--- src/rtl/inst_encoder_pkg.sv ---
// inst_encoder_pkg
//   Shared definitions for the LA32R instruction encoder: the request
//   operation enumeration, the per-op opcode prefixes, the NOP word, the
//   immediate range limits and the FSM state type.
package inst_encoder_pkg;

    // Request operation codes. Values 39..63 are undefined and encode as an
    // error NOP.
    typedef enum logic [5:0] {
        OP_ADD_W     = 6'd0,
        OP_SUB_W     = 6'd1,
        OP_SLT       = 6'd2,
        OP_SLTU      = 6'd3,
        OP_AND       = 6'd4,
        OP_OR        = 6'd5,
        OP_XOR       = 6'd6,
        OP_SLL_W     = 6'd7,
        OP_SRL_W     = 6'd8,
        OP_SRA_W     = 6'd9,
        OP_SLLI_W    = 6'd10,
        OP_SRLI_W    = 6'd11,
        OP_SRAI_W    = 6'd12,
        OP_SLTI      = 6'd13,
        OP_SLTUI     = 6'd14,
        OP_ADDI_W    = 6'd15,
        OP_ANDI      = 6'd16,
        OP_ORI       = 6'd17,
        OP_XORI      = 6'd18,
        OP_LD_B      = 6'd19,
        OP_LD_H      = 6'd20,
        OP_LD_W      = 6'd21,
        OP_LD_BU     = 6'd22,
        OP_LD_HU     = 6'd23,
        OP_ST_B      = 6'd24,
        OP_ST_H      = 6'd25,
        OP_ST_W      = 6'd26,
        OP_LU12I_W   = 6'd27,
        OP_PCADDU12I = 6'd28,
        OP_JIRL      = 6'd29,
        OP_BEQ       = 6'd30,
        OP_BNE       = 6'd31,
        OP_BLT       = 6'd32,
        OP_BGE       = 6'd33,
        OP_BLTU      = 6'd34,
        OP_BGEU      = 6'd35,
        OP_B         = 6'd36,
        OP_BL        = 6'd37,
        OP_LI        = 6'd38
    } op_e;

    // Encoding format (also selects which range rule applies).
    typedef enum logic [3:0] {
        FMT_3R,
        FMT_2RI5,
        FMT_SI12,
        FMT_UI12,
        FMT_SI20,
        FMT_OFFS16,
        FMT_OFFS26,
        FMT_LI,
        FMT_BAD
    } fmt_e;

    typedef enum logic [1:0] {
        ST_IDLE = 2'd0,
        ST_EMIT = 2'd1,
        ST_LI_2 = 2'd2
    } state_e;

    // andi r0, r0, 0
    localparam logic [31:0] NOP_INST = 32'h0340_0000;

    // Prefixes the LI expansion needs by name.
    localparam logic [31:0] PFX_ADDI_W  = 32'h0280_0000;
    localparam logic [31:0] PFX_ORI     = 32'h0380_0000;
    localparam logic [31:0] PFX_LU12I_W = 32'h1400_0000;

    // Immediate range limits (inclusive).
    localparam logic signed [31:0] SI12_MIN   = -32'sd2048;
    localparam logic signed [31:0] SI12_MAX   = 32'sd2047;
    localparam logic signed [31:0] UI12_MAX   = 32'sd4095;
    localparam logic signed [31:0] UI5_MAX    = 32'sd31;
    localparam logic signed [31:0] SI20_MIN   = -32'sd524288;
    localparam logic signed [31:0] SI20_MAX   = 32'sd524287;
    localparam logic signed [31:0] OFFS16_MIN = -32'sd131072;
    localparam logic signed [31:0] OFFS16_MAX = 32'sd131068;
    localparam logic signed [31:0] OFFS26_MIN = -32'sd134217728;
    localparam logic signed [31:0] OFFS26_MAX = 32'sd134217724;

    function automatic logic in_range(input logic signed [31:0] v,
                                      input logic signed [31:0] lo,
                                      input logic signed [31:0] hi);
        return (v >= lo) && (v <= hi);
    endfunction

    function automatic fmt_e op_format(input logic [5:0] op);
        case (op)
            OP_ADD_W, OP_SUB_W, OP_SLT, OP_SLTU, OP_AND, OP_OR, OP_XOR,
            OP_SLL_W, OP_SRL_W, OP_SRA_W:                 return FMT_3R;
            OP_SLLI_W, OP_SRLI_W, OP_SRAI_W:              return FMT_2RI5;
            OP_SLTI, OP_SLTUI, OP_ADDI_W,
            OP_LD_B, OP_LD_H, OP_LD_W, OP_LD_BU, OP_LD_HU,
            OP_ST_B, OP_ST_H, OP_ST_W:                    return FMT_SI12;
            OP_ANDI, OP_ORI, OP_XORI:                     return FMT_UI12;
            OP_LU12I_W, OP_PCADDU12I:                     return FMT_SI20;
            OP_JIRL, OP_BEQ, OP_BNE, OP_BLT, OP_BGE,
            OP_BLTU, OP_BGEU:                             return FMT_OFFS16;
            OP_B, OP_BL:                                  return FMT_OFFS26;
            OP_LI:                                        return FMT_LI;
            default:                                      return FMT_BAD;
        endcase
    endfunction

    // Fixed opcode bits of each op; operand fields are ORed in below them.
    function automatic logic [31:0] op_prefix(input logic [5:0] op);
        case (op)
            OP_ADD_W:     return 32'h0010_0000;
            OP_SUB_W:     return 32'h0011_0000;
            OP_SLT:       return 32'h0012_0000;
            OP_SLTU:      return 32'h0012_8000;
            OP_AND:       return 32'h0014_8000;
            OP_OR:        return 32'h0015_0000;
            OP_XOR:       return 32'h0015_8000;
            OP_SLL_W:     return 32'h0017_0000;
            OP_SRL_W:     return 32'h0017_8000;
            OP_SRA_W:     return 32'h0018_0000;
            OP_SLLI_W:    return 32'h0040_8000;
            OP_SRLI_W:    return 32'h0044_8000;
            OP_SRAI_W:    return 32'h0048_8000;
            OP_SLTI:      return 32'h0200_0000;
            OP_SLTUI:     return 32'h0240_0000;
            OP_ADDI_W:    return PFX_ADDI_W;
            OP_ANDI:      return 32'h0340_0000;
            OP_ORI:       return PFX_ORI;
            OP_XORI:      return 32'h03C0_0000;
            OP_LD_B:      return 32'h2800_0000;
            OP_LD_H:      return 32'h2840_0000;
            OP_LD_W:      return 32'h2880_0000;
            OP_ST_B:      return 32'h2900_0000;
            OP_ST_H:      return 32'h2940_0000;
            OP_ST_W:      return 32'h2980_0000;
            OP_LD_BU:     return 32'h2A00_0000;
            OP_LD_HU:     return 32'h2A40_0000;
            OP_LU12I_W:   return PFX_LU12I_W;
            OP_PCADDU12I: return 32'h1C00_0000;
            OP_JIRL:      return 32'h4C00_0000;
            OP_B:         return 32'h5000_0000;
            OP_BL:        return 32'h5400_0000;
            OP_BEQ:       return 32'h5800_0000;
            OP_BNE:       return 32'h5C00_0000;
            OP_BLT:       return 32'h6000_0000;
            OP_BGE:       return 32'h6400_0000;
            OP_BLTU:      return 32'h6800_0000;
            OP_BGEU:      return 32'h6C00_0000;
            default:      return 32'h0000_0000;
        endcase
    endfunction

endpackage

--- src/rtl/inst_format.sv ---
// inst_format
//   Combinational encoder: turns one request into its instruction word,
//   checks the immediate range and, for LI, produces the optional ORI word.
// Ports
//   op, rd, rj, rk, imm : request fields
//   word                : encoded word (NOP on error)
//   err                 : range violation or undefined op
//   needs_second        : LI expansion owes a second (ORI) word
//   second_word         : that ORI word
module inst_format
    import inst_encoder_pkg::*;
(
    input  logic [5:0]  op,
    input  logic [4:0]  rd,
    input  logic [4:0]  rj,
    input  logic [4:0]  rk,
    input  logic [31:0] imm,
    output logic [31:0] word,
    output logic        err,
    output logic        needs_second,
    output logic [31:0] second_word
);

    logic signed [31:0] simm;
    fmt_e               fmt;
    logic [31:0]        base;
    logic [31:0]        body;
    logic               ok;
    logic               li_short;

    assign simm     = imm;
    assign fmt      = op_format(op);
    assign li_short = in_range(simm, SI12_MIN, SI12_MAX);

    always_comb begin
        ok           = 1'b0;
        base         = op_prefix(op);
        body         = '0;
        needs_second = 1'b0;
        second_word  = NOP_INST;
        case (fmt)
            FMT_3R: begin
                ok   = 1'b1;
                body = {17'd0, rk, rj, rd};
            end
            FMT_2RI5: begin
                ok   = in_range(simm, 32'sd0, UI5_MAX);
                body = {17'd0, imm[4:0], rj, rd};
            end
            FMT_SI12: begin
                ok   = in_range(simm, SI12_MIN, SI12_MAX);
                body = {10'd0, imm[11:0], rj, rd};
            end
            FMT_UI12: begin
                ok   = in_range(simm, 32'sd0, UI12_MAX);
                body = {10'd0, imm[11:0], rj, rd};
            end
            FMT_SI20: begin
                ok   = in_range(simm, SI20_MIN, SI20_MAX);
                body = {7'd0, imm[19:0], rd};
            end
            FMT_OFFS16: begin
                ok   = (imm[1:0] == 2'b00) && in_range(simm, OFFS16_MIN, OFFS16_MAX);
                body = {6'd0, imm[17:2], rj, rd};
            end
            FMT_OFFS26: begin
                // offs[15:0] sits high, offs[25:16] low (I26 split layout).
                ok   = (imm[1:0] == 2'b00) && in_range(simm, OFFS26_MIN, OFFS26_MAX);
                body = {6'd0, imm[17:2], imm[27:18]};
            end
            FMT_LI: begin
                // Short form: addi.w rd, r0, imm. Long form: lu12i.w with
                // the upper 20 bits, then ori only if low bits are non-zero.
                ok = 1'b1;
                if (li_short) begin
                    base = PFX_ADDI_W;
                    body = {10'd0, imm[11:0], 5'd0, rd};
                end else begin
                    base         = PFX_LU12I_W;
                    body         = {7'd0, imm[31:12], rd};
                    needs_second = (imm[11:0] != 12'd0);
                    second_word  = PFX_ORI | {10'd0, imm[11:0], rd, rd};
                end
            end
            default: ok = 1'b0;
        endcase
    end

    assign word = ok ? (base | body) : NOP_INST;
    assign err  = ~ok;

endmodule

--- src/rtl/inst_encoder.sv ---
// inst_encoder
//   Registered LA32R encoder. Accepts one request at a time, emits one or
//   (for a long LI) two instruction words through an output register.
// Ports
//   clk, rstn                      : clock, async active-low reset
//   req_valid/req_ready            : request handshake
//   req_op, req_rd, req_rj, req_rk : op code and register fields
//   req_imm                        : immediate / byte offset (two's complement)
//   out_valid/out_ready            : output handshake
//   out_inst, out_err, out_last    : encoded word, range error, final word flag
//   state_dbg                      : current FSM state
//
// Handshake: a transfer happens on a rising edge where valid and ready are
// both high. A producer holding valid keeps its payload stable until that
// edge; out_inst/out_err/out_last never change while out_valid=1 and
// out_ready=0.
module inst_encoder
    import inst_encoder_pkg::*;
(
    input  logic        clk,
    input  logic        rstn,
    input  logic        req_valid,
    output logic        req_ready,
    input  logic [5:0]  req_op,
    input  logic [4:0]  req_rd,
    input  logic [4:0]  req_rj,
    input  logic [4:0]  req_rk,
    input  logic [31:0] req_imm,
    output logic        out_valid,
    input  logic        out_ready,
    output logic [31:0] out_inst,
    output logic        out_err,
    output logic        out_last,
    output logic [1:0]  state_dbg
);

    state_e      state;
    state_e      state_nxt;
    logic        ready_int;
    logic        load_req;
    logic        load_pend;
    logic        second_owed;
    logic [31:0] pend_word;

    logic [31:0] fmt_word;
    logic        fmt_err;
    logic        fmt_second;
    logic [31:0] fmt_second_word;

    inst_format u_format (
        .op           (req_op),
        .rd           (req_rd),
        .rj           (req_rj),
        .rk           (req_rk),
        .imm          (req_imm),
        .word         (fmt_word),
        .err          (fmt_err),
        .needs_second (fmt_second),
        .second_word  (fmt_second_word)
    );

    // The word in the output register is the first of a long LI exactly
    // when it is not marked last.
    assign second_owed = ~out_last;

    always_ff @(posedge clk or negedge rstn) begin
        if (!rstn) begin
            state <= ST_IDLE;
        end else begin
            state <= state_nxt;
        end
    end

    always_comb begin
        state_nxt = state;
        ready_int = 1'b0;
        load_req  = 1'b0;
        load_pend = 1'b0;
        case (state)
            ST_IDLE: begin
                ready_int = 1'b1;
                if (req_valid) begin
                    load_req  = 1'b1;
                    state_nxt = ST_EMIT;
                end
            end
            ST_EMIT: begin
                if (out_ready) begin
                    if (second_owed) begin
                        state_nxt = ST_LI_2;
                    end else begin
                        ready_int = 1'b1;
                        if (req_valid) begin
                            load_req = 1'b1;
                        end else begin
                            state_nxt = ST_IDLE;
                        end
                    end
                end
            end
            ST_LI_2: begin
                load_pend = 1'b1;
                state_nxt = ST_EMIT;
            end
            default: state_nxt = ST_IDLE;
        endcase
    end

    // Gated with rstn so the block never advertises ready while held in reset.
    assign req_ready = ready_int & rstn;
    assign out_valid = (state == ST_EMIT);
    assign state_dbg = state;

    always_ff @(posedge clk or negedge rstn) begin
        if (!rstn) begin
            out_inst  <= '0;
            out_err   <= 1'b0;
            out_last  <= 1'b0;
            pend_word <= '0;
        end else if (load_req) begin
            out_inst  <= fmt_word;
            out_err   <= fmt_err;
            out_last  <= ~fmt_second;
            pend_word <= fmt_second_word;
        end else if (load_pend) begin
            out_inst  <= pend_word;
            out_err   <= 1'b0;
            out_last  <= 1'b1;
        end
    end

endmodule

--- config.mk ---
export PLATFORM = sky130hd
export DESIGN_NAME = inst_encoder
export DESIGN_NICKNAME = d
export VERILOG_FILES = /design/src/rtl/inst_encoder_pkg.sv /design/src/rtl/inst_format.sv /design/src/rtl/inst_encoder.sv
export SDC_FILE = /design/constraint.sdc
export NUM_CORES = 1
export LEC_CHECK = 0
export ABC_AREA = 1
export CAP_MARGIN = 0
export CELL_PAD_IN_SITES_DETAIL_PLACEMENT = 0
export CELL_PAD_IN_SITES_GLOBAL_PLACEMENT = 2
export CORE_ASPECT_RATIO = 1.25
export CORE_MARGIN = 1
export CORE_UTILIZATION = 27
export DETAILED_ROUTE_END_ITERATION = 7
export PLACE_DENSITY = 0.8
export SLEW_MARGIN = 20
export SYNTH_ARGS = -nofsm -noshare
export SYNTH_HDL_FRONTEND = slang
export SYNTH_SLANG_ARGS = --single-unit
--- constraint.sdc ---
create_clock -name clk -period 2.2 [get_ports clk]
set_clock_uncertainty 0.05 [all_clocks]
set_input_delay 0.22 -clock clk [delete_from_list [all_inputs] [get_ports clk]]
set_output_delay 0.22 -clock clk [all_outputs]
set_load 0.01 [all_outputs]
# == Yosys cells after proc, flatten, opt, wreduce, memory -nomap -nowiden ==
# Memory sizes are Yosys's and may differ from the RTL's.
# Index checks and enable logic that the tools add are counted.
# totals
register_bits,68
out_inout_bits,38
rom_bits,1216
latchBits,0
memories,2
in_bits,57
ram_bits,0
# classes
addsub,0
muxes,29
n_shift,0
mul,0
eq_ne,12
magnitude_cmp,11
reduce_logical,16
n_div,0
bitwise,4
# memory_table
name,depth,word_bits,read_ports,rd_ports_with_merged_regs,wr,line_no,source
(name not given),64,15,1,0,0,inst_encoder_pkg.sv:116,case (op)
(name not given),64,4,1,0,0,inst_encoder_pkg.sv:97,case (op)
# ops
cell,n
case mux 32 bit (7 select lines),1
two-way mux 32 bit,5
>= comparator 32 x 1 -> 1 bit (second input constant),1
>= comparator 32 x 12 -> 1 bit (second input constant),1
>= comparator 32 x 18 -> 1 bit (second input constant),1
>= comparator 32 x 20 -> 1 bit (second input constant),1
>= comparator 32 x 28 -> 1 bit (second input constant),1
less-or-equal comparator 32 x 12 -> 1 bit (second input constant),1
less-or-equal comparator 32 x 13 -> 1 bit (second input constant),1
less-or-equal comparator 32 x 18 -> 1 bit (second input constant),1
less-or-equal comparator 32 x 20 -> 1 bit (second input constant),1
less-or-equal comparator 32 x 28 -> 1 bit (second input constant),1
less-or-equal comparator 32 x 6 -> 1 bit (second input constant),1
bitwise OR 32 bit,1
two-way mux 29 bit,1
two-way mux 25 bit,1
two-way mux 24 bit,1
== test 4 x 3 -> 1 bit (second input constant),4
two-way mux 1 bit,12
nonzero test 12 bit,1
== test 4 x 2 -> 1 bit (second input constant),2
logical AND 1 bit,8
two-way mux 2 bit,4
case mux 1 bit (7 select lines),1
15 further kinds,19

# == Logic depth before layout (Yosys ltp) ==
# depth
depth_word,7
mapped_depth,18
mapped_depth_nobuf,17

# == By module ==
# From an unflattened synthesis, not the netlist that was laid out.
# unflattened
cells_unflattened,953
hier_area_um2,5919.4
# by_module_without_submodules
module,cells_per_inst,area_per_inst_um2,instances
inst_encoder,369,3002.9,1
inst_format,584,2916.5,1

# == Worst setup path after synthesis ==
# No wires, ideal clock.
# synth_timing
path_kind,input -> register
start,input port req_op[0]
end,register out_last
arrival_time_ns,1.806
setup_time_ns,0.124
n_path_buf,1
path_stages,16
path_slack_ns,0.219
path_cell_list,ha_1 > inv_1 > nand2_1 > nand2_1 > nand2_1 > nand2_1 > inv_1 > nor2_4 > nand3_2 > inv_1 > nand2_1 > nor2_1 > inv_1 > clkbuf_1 > a31oi_1 > a21oi_1
# synth_between
elab_chain_cells,5
# synth_lines
item,line_no,source
"start, declared",inst_encoder.sv:24,"input logic [5:0] req_op,"
memory read (64 x 4 bit),-,
== test 4 x 3 -> 1 bit,inst_format.sv:41,case (fmt)
two-way mux 1 bit,inst_format.sv:41,
inverter 1 bit,inst_encoder.sv:123,out_last <= ~fmt_second;
two-way mux 1 bit,inst_encoder.sv:120,end else if (load_req) begin
"end signal, assigned",inst_encoder.sv:123,
"end, declared",inst_encoder.sv:33,"output logic out_last,"
# Every way passes these cells.
# A chain may end at the register's enable or synchronous reset.

# == Worst setup path after layout ==
# layout_timing
start,input port req_op[0]
end,register out_inst[20]
# layout_between
elab_chain_cells,7
word_cells_on_any_way,18
cone_classes,eq/ne: 7; mux: 5; bitwise: 1; reduce/logical: 3; memory: 2
# layout_lines
item,line_no,source
memory read (64 x 4 bit),-,
== test 4 x 2 -> 1 bit,inst_format.sv:41,
OR reduction 2 bit (no line),-,
case mux 32 bit (7 select lines),inst_format.sv:41,
bitwise OR 32 bit,inst_format.sv:89,assign word = ok ? (base | body) : NOP_INST;
two-way mux 32 bit *,inst_format.sv:89,
two-way mux 32 bit *,inst_encoder.sv:120,
"end signal, assigned",inst_encoder.sv:121,out_inst <= fmt_word;
"end signal, assigned",inst_encoder.sv:126,out_inst <= pend_word;
"end, declared",inst_encoder.sv:31,"output logic [31:0] out_inst,"
# Mark *: on every way between the ends. The rest lies on a longest branch, timed or not.

==> results.md <==
* Outcome: finished, final reports clean
* Count of unique library cells instantiated by Yosys at 35
* First-pass GRT wire length at 28010 um
* ANT cells at 0
* Maximum vdd ir drop at ~330 uV
* Multi-input gate area at between 2000 and 3000 um^2
* Clk slew on worst S/H paths at 0.07 ns
* GRT Resource Usage Total at 22.46%
* Int Pwr at 2.273 mW
* Seq pwr share at 35.0%
* Vias in the first global route at ~5300
* Height of the die at 143.1 um
* Total gr overflow at 0
* PwrDens at 485.6 nW/um^2
* Post-DP HPWL at 14860 um
* Final setup violation count at 0
* Core area at 15570 um^2
* Fin crit period at 2.083 ns
* Arr. time, crit path at 2.26 ns
* Final instance area at just over 7000 um^2
* IO Pins at 95
* DR vias/cell at 4.795
* Final WL at 18560 um
* IO Port Bufs at 93
* Worst Tran Pin Value at a little under 0.7 ns
* Post-synthesis net count at about 740
* Bufs on Longest Clock Path at 2
* Dpl cell area at 6477 um^2
* Clk pwr share at 23.0%
* Hold Buf Count CTS at 0
* CTS H-tree lvls at 2
* Slowest CP cell: ha_1
* Hold Slack at 0.06689 ns
* CP Data Required Time at 2.37 ns
* Max-slew violations at 0
* Period utilization at between 90 and 100%
* Placer Congestion at 0.9518
* Switch share at 33.80%
* Synth warn at 0
* Antenna-violating nets left at 0
* Worst setup SP type: primary input
* Layout cells sized above 1 at 28.23%
* Initial antenna violation count at 0
* DR pass1 iterations at 4
* CTS tree: yes
* Register area share after synthesis at between 30% and 40%
* Final Hold Viols at 0
* Crit Path Class: primary input to flip-flop
* Area grow syn2layout at 64.39%
* Drc violations at 0
* Register area at 1376 um^2
* Filler cells at 1700
* Via count at 5399
* Largest stage delay on the critical path at 0.20 ns
* Die W at 114.9 um
* Critical-path cell list: clkbuf_2, buf_4, ha_1, nand2_1, nand3_1, nand2_2, nand2_2, inv_4, nand3_4, nor2_2, nand2_1, nand2_2, nand2_2, nand3_4, buf_8, nand3_2, a21oi_1
* Psw at 1.160 mW
* Worst skew pair latency at 0.29 ns
* CP max FO at 6
* Gate power share at 42.0%
* Post-synthesis area per instance at 6.361 um^2
* CTS sink count at 55
* Final core occ at ~45%
* Leak at between 3 and 4 nW
* Starting DRT DRC Count at 237
* Cell area after synthesis at 4300 um^2
* CTS buffer count at 5
* Die area at 16440 um^2
* Clock tree root buffer cell: clkbuf_16
* Drt wl/cell at 16.48 um
* Fmax at between 400 and 500 MHz
* Maxcap violations at 0
* CP Buf/Inv Count at 4
* Power Total at 3.433 mW
* Largest net degree at the start of global routing at 56
* Initial Util at between 20 and 30%
* Relative slew slack at 54.09%
* Synth Instances at roughly 680
* Crit-path leading delay family: simple AND/OR/NAND/NOR gates
* Seq cells post-synth at 55
* Row count at 51
* Crit-path most repeated cell: nand2_2
* Worst hold path type: primary input to asynchronous set/reset pin
* Final nets at 977
* Crit path capture type: flip-flop
[Yosys cell counts (all sizes together)]
master / count / share of area, %
dfrtp: 55 / 32
o2111ai: 5 / 1.0
clkbuf: 13 / 1.1
o211ai: 8 / 1.4
clkinv: 1 / 0.087
conb: 1 / 0.087
nand4: 11 / 1.6
o22ai: 6 / 0.87
ha: 6 / 1.7
o21a: 1 / 0.17
o31ai: 1 / 0.17
nand3: 77 / 11
nor3: 7 / 0.81
inv: 70 / 6.1
a31oi: 2 / 0.29
o32ai: 1 / 0.20
nand2: 206 / 18
o21ai: 47 / 5.5
buf: 12 / 2.1
nor2: 105 / 9.9
o311ai: 1 / 0.20
a21oi: 37 / 4.7
o221ai: 2 / 0.41
or2: 1 / 0.15
[path summary, 6_finish.rpt]
path | cells after the start | slack (ns) | from | endpoint
setup reg to reg | 10 | 0.21 | out_last$_DFFE_PN0P_ | out_inst[25]$_DFFE_PN0P_
hold / removal | 2 | 0.07 | rstn | out_inst[9]$_DFFE_PN0P_
setup / recovery | 17 | 0.12 | req_op[0] | out_inst[20]$_DFFE_PN0P_
min in group clk | 4 | 0.35 | req_imm[8] | pend_word[18]$_DFFE_PN0P_
hold reg to reg | 1 | 0.41 | pend_word[24]$_DFFE_PN0P_ | pend_word[24]$_DFFE_PN0P_
max in group asynchronous | 2 | 1.58 | rstn | out_inst[27]$_DFFE_PN0P_
[sequential cells by signal, summed over array words and instances (netlist names)]
name / cells
out_err: 1
out_inst: 31
out_last: 1
pend_word: 20
state_dbg: 2
[final cells by class]
cell class,instances,area share (%)
Sequential cell,55,19.47
Inverter,71,3.805
Clock buffer,6,1.965
Clock inverter,1,0.07080
Tap cell,212,3.752
Timing Repair Buffer,256,32.37
Multi-Input combinational cell,525,38.57
[power groups by stage]
| stage | Combinational, mW | Clock [mW] | Sequential, mW |
|---|---|---|---|
| after global placement | 1.33 | 0 | 1.22 |
| after floorplan | 0.502 | 0 | 1.27 |
| after global routing | 1.56 | 0.837 | 1.21 |
| after CTS | 1.35 | 0.806 | 1.20 |
| final | 1.44 | 0.788 | 1.20 |
| after detailed placement | 1.33 | 0 | 1.22 |
[worst reg2reg max path, delay by kind of cell, from the launching register on]
| family | cells | cell delay [ns] |
|---|---|---|
| buffers and inverters | 4 | 0.69 |
| DFF | 1 | 0.39 |
| AOI/OAI and AO/OA | 2 | 0.38 |
| and+or+nand+nor | 4 | 0.37 |
[kinds of logic (layout without fill, tap and decap cells)]
kind of cell / Yosys count / after routing / synth area share, %
AOI/OAI and AO/OA: 111 / 111 / 14.96
adders and majority gates: 6 / 6 / 1.746
buffers and inverters: 96 / 334 / 9.398
DFF: 55 / 55 / 32.00
other: 1 / 1 / 0.08720
and+or+nand+nor: 407 / 407 / 41.81
[per-stage QoR]
step                      TNS [ns]  setup WS (ns)  instances
after floorplan                  0         0.2191        676
after global placement      -22.57        -0.5693       1102
after detailed placement    -26.20        -0.6552       1102
after CTS                        0        0.01551       1113
after global routing      -0.06785       -0.01097       1126
final                            0         0.1165       1126
[per-layer routing]
layer  track usage, %  wire length [um]
met5                0                 0
met4            8.886               610
met3            1.910               673
met2            38.87              9259
met1            28.64              8018
[what timing repair did]
item                                    4_1_cts  5_1_grt
cloned                                        0        3
gates resized for setup                      22       81
buffers inserted                              4       10
endpoints found under the setup margin       52       51
pin swaps                                     4       23
hold endpoints to repair                      0        0
[cell usage in the layout (no fill, tap or decap), types with 6 or more instances in the layout]
| master | count |
|---|---|
| dlymetal6s2s_1 | 19 |
| nor2_4 | 8 |
| a21oi_2 | 14 |
| nor2_1 | 85 |
| dfrtp_1 | 55 |
| inv_1 | 59 |
| a21oi_1 | 23 |
| o22ai_1 | 6 |
| nand4_1 | 11 |
| nand2_2 | 13 |
| clkbuf_16 | 7 |
| nand2_1 | 191 |
| buf_4 | 151 |
| buf_6 | 6 |
| inv_2 | 10 |
| o211ai_1 | 8 |
| nand3_2 | 16 |
| nor2_2 | 12 |
| nand3_1 | 54 |
| o21ai_0 | 39 |
| o21ai_1 | 8 |
| clkdlybuf4s50_1 | 68 |
| nand3_4 | 7 |
| nor3_1 | 7 |
Note: power is estimated with default switching activity, not from simulation.
